### src/rtl/trace_pkg.sv
// Shared types for the commit-trace checker: FSM state, reference entry layout, wdata compare.
// Optional build macro TRACE_CHECK_BYTE_MASK_EN: compare wdata only in bytes being written.
// No timing or flow control lives here; everything is pure types and a combinational helper.
package trace_pkg;

    localparam int ENTRY_W = 32 + 5 + 32;

    typedef enum logic [1:0] {
        RUN  = 2'd0,
        PASS = 2'd1,
        FAIL = 2'd2
    } state_t;

    typedef struct packed {
        logic [31:0] pc;
        logic [4:0]  wnum;
        logic [31:0] wdata;
    } entry_t;

    function automatic logic wdata_eq(input logic [31:0] exp_d,
                                      input logic [31:0] got_d,
                                      input logic [3:0]  we);
        logic eq;
`ifdef TRACE_CHECK_BYTE_MASK_EN
        eq = 1'b1;
        for (int b = 0; b < 4; b++) begin
            if (we[b] && (exp_d[8*b +: 8] != got_d[8*b +: 8])) eq = 1'b0;
        end
`else
        eq = (exp_d == got_d) && (we == we);
`endif
        return eq;
    endfunction

endpackage

### src/rtl/trace_fifo.sv
// Synchronous FIFO of DEPTH reference entries; pointers carry an extra wrap bit for full/empty.
// Latency: push visible at head the cycle after it is accepted; pop takes effect at the clock edge.
// Backpressure: pushes are dropped while full and pops are ignored while empty.
module trace_fifo
    import trace_pkg::*;
#(
    parameter int DEPTH = 8,
    parameter int W     = ENTRY_W
) (
    input  logic                     clk,
    input  logic                     resetn,
    input  logic                     push,
    input  logic [W-1:0]             push_dat,
    input  logic                     pop,
    output logic [W-1:0]             pop_dat,
    output logic                     full,
    output logic                     empty,
    output logic [$clog2(DEPTH):0]   count
);

    localparam int AW = $clog2(DEPTH);

    logic [W-1:0]  mem [DEPTH];
    logic [AW:0]   wr_ptr;
    logic [AW:0]   rd_ptr;
    logic          push_ok;
    logic          pop_ok;

    assign full    = (wr_ptr[AW] != rd_ptr[AW]) && (wr_ptr[AW-1:0] == rd_ptr[AW-1:0]);
    assign empty   = (wr_ptr == rd_ptr);
    assign count   = wr_ptr - rd_ptr;
    assign push_ok = push && !full;
    assign pop_ok  = pop && !empty;
    assign pop_dat = mem[rd_ptr[AW-1:0]];

    always_ff @(posedge clk or negedge resetn) begin
        if (!resetn) begin
            wr_ptr <= '0;
            rd_ptr <= '0;
        end else begin
            if (push_ok) wr_ptr <= wr_ptr + 1'b1;
            if (pop_ok)  rd_ptr <= rd_ptr + 1'b1;
        end
    end

    // Storage is deliberately left unreset; only the pointers define validity.
    always_ff @(posedge clk) begin
        if (push_ok) mem[wr_ptr[AW-1:0]] <= push_dat;
    end

endmodule

### config.mk
export PLATFORM = sky130hd
export DESIGN_NAME = trace_fifo
export DESIGN_NICKNAME = d
export VERILOG_FILES = /design/src/rtl/trace_pkg.sv /design/src/rtl/trace_fifo.sv
export SDC_FILE = /design/constraint.sdc
export NUM_CORES = 1
export LEC_CHECK = 0
export ABC_AREA = 1
export BUFFER_PORTS_ARGS = -buffer_cell sky130_fd_sc_hd__buf_2
export CAP_MARGIN = 20
export CORE_UTILIZATION = 40
export CTS_BUF_LIST = sky130_fd_sc_hd__clkbuf_4
export CTS_CLUSTER_DIAMETER = 50
export CTS_CLUSTER_SIZE = 40
export DETAILED_ROUTE_END_ITERATION = 16
export GPL_ROUTABILITY_DRIVEN = 0
export PLACE_DENSITY = 0.59
export SLEW_MARGIN = 20
export SYNTH_ARGS = -nofsm -noshare
export SYNTH_HDL_FRONTEND = slang
export SYNTH_SLANG_ARGS = --single-unit
export TNS_END_PERCENT = 50
### constraint.sdc
create_clock -name clk -period 6.8 [get_ports clk]
set_input_delay 1.36 -clock clk [delete_from_list [all_inputs] [get_ports clk]]
set_output_delay 1.36 -clock clk [all_outputs]
set_load 0.02 [all_outputs]
==> results.cfg, run 1 <==
[cells_and_area]
fin_nets = 2677
final_cell_mix = nand2_1, inv_1, edfxtp_1, nand3_1, buf_2
layout_commonest_cell = nand2_1
fillers = 5638
final-instance-count-excl-fill = 3429
postLayoutCellArea_um2 = 26900
area_growth_pct = 9.18
drive_above_1_share_pct = 10.6

[detailed_routing]
post-route-drc-count = 0
vias_per_cell = 4.69
dr.pass1.iters = 5
via_count = 16100
wl_per_cell_um = 16.6
routed_wl_mm = 56.9
drt_iter0_markers = 1033
antenna_left = 0

[clock_tree]
cts_buffers = 55
cts_resized = 0
clk_latency_ns = 0.92
cts_tree = yes
cts_sinks = 560
cts_root_buffer = clkbuf_4
hold_buffers = 0
cts_setup_buffers = 0
clk_pin_slew_ns = 0.16
h-tree-depth = 2
clk_path_buf_depth = 3

[flow_run]
max_cap_viol_count = 0

[pwr]
power_density_nw_per_um2 = 400
p_leak_nw = 12.5
vdd_drop_max_mv = 0.403

[sta]
fin_skew_ns = 0.106
setup-violations-final = 0
fin_crit_sh_pct = 79.0
setup_tns_ns = 0
final_hold_viol_count = 0
rsz0062_at_grt = no
finalMaxSlewViolations = 0
fin_crit_ns = 5.37
fmax_mhz = 186
relSlewSlack_pct = 29.2
tightest_slew_ns = 1.06

[worst_setup_path]
rrSetupSlack_ns = 2.55
reg2reg_from = rd_ptr[2]$_DFFE_PN0P_
crit_required_ns = 5.44
cp-start-kind = register
r2r_end = mem[7][12]$_DFFE_PP_
reg2reg_depth = 8
timing_worst_setup_path_type = reg2out
end_kind = primary output
cp_max_fo = 73
worst_ep_arrival_time_ns = 4.01

[floorplanning]
io_pins = 148
die_w_um = 250
die_h_um = 250
core_um2 = 60700
die_area_um2 = 62700
start_util_pct = 40.7
rows = 90

[place]
dpl.hpwl_mm = 29.4
io_buffers = 147
place_area_um2 = 26000
dp_cells = 3323

[logic_synthesis]
ys_seq_area_share_pct = 68.0
syn_avg_cell_area_um2 = 9.95
synthDistinctLibCells = 20
syn_area_um2 = 24700
ys_seq_elements = 560
yosysWarnings = 0
syn-num-nets = 2560
synthCells = 2481

[hold_path]
worst_hold_path_type = in2async

[global_routing]
gr-total-overflow = 0
grt_pass1_vias = 15600
grt.total_usage_pct = 18.4
grt_max_degree = 147
grt_first_pass_wirelength_mm = 88.5
antenna_found_initial = 10

[status]
outcome = finished clean
[where the power goes]
| group | internal (mW) | switching [mW] |
|---|---|---|
| combinational | 1.19 | 3.15 |
| sequential | 4.32 | 0.218 |
| clock | 0.651 | 1.26 |
[critical path, stage by stage, from the launching register on]
cell and delay, ns:
dfrtp_4 0.87, buf_4 0.73, buf_4 0.76, nand2_1 0.14, nand3_1 0.11, nand2_1 0.07
nand2_1 0.05, nand2_1 0.12, buf_2 0.18
[how the worst max path moves through the flow]
stage / startpoint / end / slack, ns / depth (start not counted)
global placement: rd_ptr[0]$_DFFE_PN0P_ / pop_dat[37] / 2.41 / 8
finish: rd_ptr[0]$_DFFE_PN0P_ / pop_dat[39] / 1.43 / 8
floorplan: rd_ptr[1]$_DFFE_PN0P_ / mem[0][0]$_DFFE_PP_ / 1.80 / 10
detailed placement: rd_ptr[0]$_DFFE_PN0P_ / pop_dat[39] / 2.39 / 8
CTS: rd_ptr[0]$_DFFE_PN0P_ / pop_dat[39] / 1.32 / 8
global route: rd_ptr[0]$_DFFE_PN0P_ / pop_dat[39] / 1.10 / 8
[flip-flops by register name, indices dropped and copies added (netlist names)]
register  cells
wr_ptr        4
mem         552
rd_ptr        4
[synth_stat cells]
library cell,number,share of area [%]
buf_4,18,0.55
or2_2,1,0.025
a21oi_1,1,0.020
nor2_1,10,0.15
nand3_1,289,5.9
xnor2_1,1,0.035
inv_2,2,0.030
xor2_1,2,0.071
inv_4,1,0.025
buf_2,50,1.0
clkbuf_1,16,0.24
nand2_1,936,14
fa_1,1,0.081
nand4_1,2,0.051
buf_1,10,0.15
dfrtp_1,8,0.81
edfxtp_1,552,67
buf_6,15,0.68
ha_1,5,0.25
inv_1,561,8.5
[layer usage]
| layer | share of wire [%] | track usage (%) | vias to the layer above |
|---|---|---|---|
| met5 | 0.15 | 0 | - |
| met4 | 2.3 | 5.66 | 14 |
| met3 | 5.8 | 3.51 | 100 |
| met2 | 47 | 30.5 | 374 |
| met1 | 44 | 24.4 | 7628 |
| li1 | - | - | 7953 |
[metrics by stage]
step	setup slack, ns	total power, mW	hold slack (ns)	utilization, %
2_1_floorplan	1.80	7.71	0.513	-
3_3_place_gp	2.41	8.98	0.540	42.9
3_5_place_dp	2.39	9.05	0.549	42.9
4_1_cts	1.32	11.0	0.168	44.4
5_1_grt	1.10	11.6	0.187	44.4
6_report	1.43	10.8	0.259	44.4
[cell type report]
cell class                 instances  area (µm²)  area share (%)
clock buffer                      58         435            1.62
sequential                       560       16800            62.3
tap                              782         978            3.63
timing repair buffer             169         963            3.58
inverter                         564        2130            7.89
clock inverter                    43         449            1.67
antenna                            5        12.5          0.0464
multi-input combinational       1248        5190            19.3
[cells by family (layout without fill, tap and decap cells)]
logic type      count (synthesis)  count (layout)  share of synthesized area (%)
simple gates                 1238            1238                           20.3
buf+inv                       673             834                           11.2
flops                         560             560                           68.0
fa+ha+maj                       6               6                          0.335
xor+xnor                        3               3                          0.106
compound gates                  1               1                         0.0203
other cells                     0               5                              0
Power figures use the tool's default switching activity.
==> run 2, diff against run 1 <==
Settings changed: ABC_AREA 1 to 0, PLACE_DENSITY 0.59 to 0.6.
Clock period 6.8 ns to 5.18 ns, I/O delays scaled along.
==> results.cfg, run 2 <==
[logic_synthesis]
syn_avg_cell_area_um2 = 21.2
synthDistinctLibCells = 26
syn-num-nets = 1081
synthCells = 1002
ys_seq_area_share_pct = 78.8
yosysWarnings = 0
yosys.area.top_type_share_pct = 77.9
yosysMostFrequentCell = edfxtp_1
ys_seq_elements = 560
yosys.area.top_type = edfxtp_1
synth-edff-count = 552
ys.flop_type = edfxtp_1
synth_common_cells = edfxtp_1, nand2_1, mux4_2
syn_area_um2 = 21300
postSynth.asyncResetShare_pct = 1.43
ys_top_cells_by_area = edfxtp_1, mux4_2, nand2_1

[worst_setup_path]
reg2reg_from = rd_ptr[1]$_DFFE_PN0P_
crit_path_max_incr_delay_ns = 0.93
worst_ep_arrival_time_ns = 3.13
rrSetupSlack_ns = 1.96
cp_top_family = flip-flops
critical_path_buf_inv_count = 2
cp-start-kind = register
r2r_end = mem[5][54]$_DFFE_PP_
timing_worst_setup_path_type = reg2out
crit_slowest_cell = dfrtp_4
end_kind = primary output
reg2reg_depth = 6
crit_top_cell = nand2_1
cp_max_fo = 97
crit_chain = buf_12 > mux4_2 > nand2_1 > nand2_1 > buf_2
crit_required_ns = 4.14

[sta]
fin_skew_ns = 0.0730
finalMaxSlewViolations = 0
rsz0062_at_grt = no
setup-violations-final = 0
timing.final.ws_setup_ns = 1.02
fin_crit_ns = 4.16
tightest_slew_ns = 0.890
fmax_mhz = 240
fin_crit_sh_pct = 80.4
relSlewSlack_pct = 40.7
final_hold_viol_count = 0

[floorplanning]
die_w_um = 233
io_pins = 148
start_util_pct = 40.5
die_h_um = 233
die_area_um2 = 54100
core_um2 = 52600
rows = 84

[pwr]
power_density_nw_per_um2 = 551
vdd_drop_max_mv = 0.291
power_mw = 13.1
p_leak_nw = 7.95

[detailed_routing]
wl_per_cell_um = 22.4
post-route-drc-count = 0
antenna_left = 0
routed_wl_mm = 42.7
via_count = 9752
drt_iter0_markers = 546
vias_per_cell = 5.12
dr.pass1.iters = 4

[hold_path]
worst_hold_path_type = in2reg
min_path_cells = 1
hp-start = push_dat[31]
worstHoldEndpoint = mem[7][31]$_DFFE_PP_

[clock_tree]
clk_pin_slew_ns = 0.23
cts_tree = yes
clk_latency_ns = 0.87
clk_path_buf_depth = 3
cts_sinks = 560
cts_buffers = 47
cts_root_buffer = clkbuf_4
h-tree-depth = 2

[global_routing]
antenna_found_initial = 4
grt_max_degree = 98
grt_first_pass_wirelength_mm = 64.3
grt_pass1_vias = 10200
gr-total-overflow = 0
grt.total_usage_pct = 16.2

[place]
pre_cts_ws_ns = 1.81
dpl.hpwl_mm = 22.4
io_buffers = 147

[cells_and_area]
seq_area_um2 = 16800
drive_above_1_share_pct = 33.5
layout_commonest_cell = edfxtp_1
area_growth_pct = 12.1
multiInputGateArea_um2 = 4250
final_cell_mix = edfxtp_1, nand2_1, buf_2, mux4_2, clkbuf_4
largest_register_ffs = 552
fin_nets = 1253
fillers = 4520

[flow_run]
max_cap_viol_count = 0

[status]
outcome = finished clean
-- run 2: what timing repair did --
action,in CTS,in global routing
endpoints found under the setup margin,0,0
resized for setup,0,0
hold endpoints to repair,8,0
buffers inserted,0,0
hold buffers,1,0
-- run 2: power by group --
part | switching [mW] | total (mW) | leakage (nW) | internal, mW
Combinational | 2.84 | 4.74 | 2.41 | 1.90
Sequential | 0.310 | 6.04 | 5.10 | 5.73
Clock | 1.68 | 2.36 | 0.438 | 0.687
-- run 2: routing by layer --
| layer | vias to the layer above | global-route usage [%] | part of all wire (%) |
|---|---|---|---|
| met4 | 6 | 3.64 | 1.7 |
| met2 | 175 | 27.1 | 49 |
| li1 | 4367 | - | - |
| met1 | 5140 | 21.7 | 44 |
| met5 | - | 0 | 0.089 |
| met3 | 64 | 3.74 | 5.1 |
-- run 2: through the flow --
step | area (µm²) | util, % | TNS, ns | hold WS [ns] | std cells
2_1_floorplan | 21300 | - | -505.32 | 0.498 | 1002
3_3_place_gp | 23000 | 43.7 | 0 | 0.515 | 1811
3_5_place_dp | 23000 | 43.7 | 0 | 0.520 | 1811
4_1_cts | 23800 | 45.4 | 0 | 0.308 | 1899
5_1_grt | 23800 | 45.4 | 0 | 0.323 | 1901
6_report | 23900 | 45.4 | 0 | 0.420 | 1904
-- run 2: area by class of cell --
cell class                      count  area share (%)
Antenna cell                        4          0.0420
Clock buffer                       49            1.54
Clock inverter                     38            1.99
Inverter                            9           0.147
Multi-Input combinational cell    386            17.8
Sequential cell                   560            70.4
Tap cell                          688            3.61
Timing Repair Buffer              170            4.50
-- run 2: worst reg2reg max path, delay by kind of cell, from the launching register on --
kind / cells / cell delay (ns)
adders and majority gates: 1 / 0.32
AOI/OAI and AO/OA: 1 / 0.32
buffers and inverters: 2 / 0.50
DFF: 1 / 0.93
and+or+nand+nor: 2 / 0.89
-- run 2: worst max-delay path by stage --
stage | startpoint | endpoint | cells after the start
after floorplan | rd_ptr[1]$_DFFE_PN0P_ | mem[1][0]$_DFFE_PP_ | 8
after global placement | rd_ptr[1]$_DFFE_PN0P_ | pop_dat[68] | 5
after detailed placement | rd_ptr[1]$_DFFE_PN0P_ | pop_dat[68] | 5
after CTS | rd_ptr[1]$_DFFE_PN0P_ | pop_dat[49] | 5
after global routing | rd_ptr[0]$_DFFE_PN0P_ | pop_dat[29] | 5
final | rd_ptr[1]$_DFFE_PN0P_ | pop_dat[35] | 5
-- run 2: cells by family (layout without fill, tap and decap cells) --
logic type / Yosys count / in the layout / share of synthesized area, %
compound gates: 5 / 5 / 0.159
xor+xnor: 10 / 10 / 0.412
fa+ha+maj: 6 / 6 / 0.388
buf+inv: 56 / 266 / 1.49
flops: 560 / 560 / 78.8
mux: 140 / 140 / 14.7
other cells: 0 / 4 / 0
simple gates: 225 / 225 / 4.02
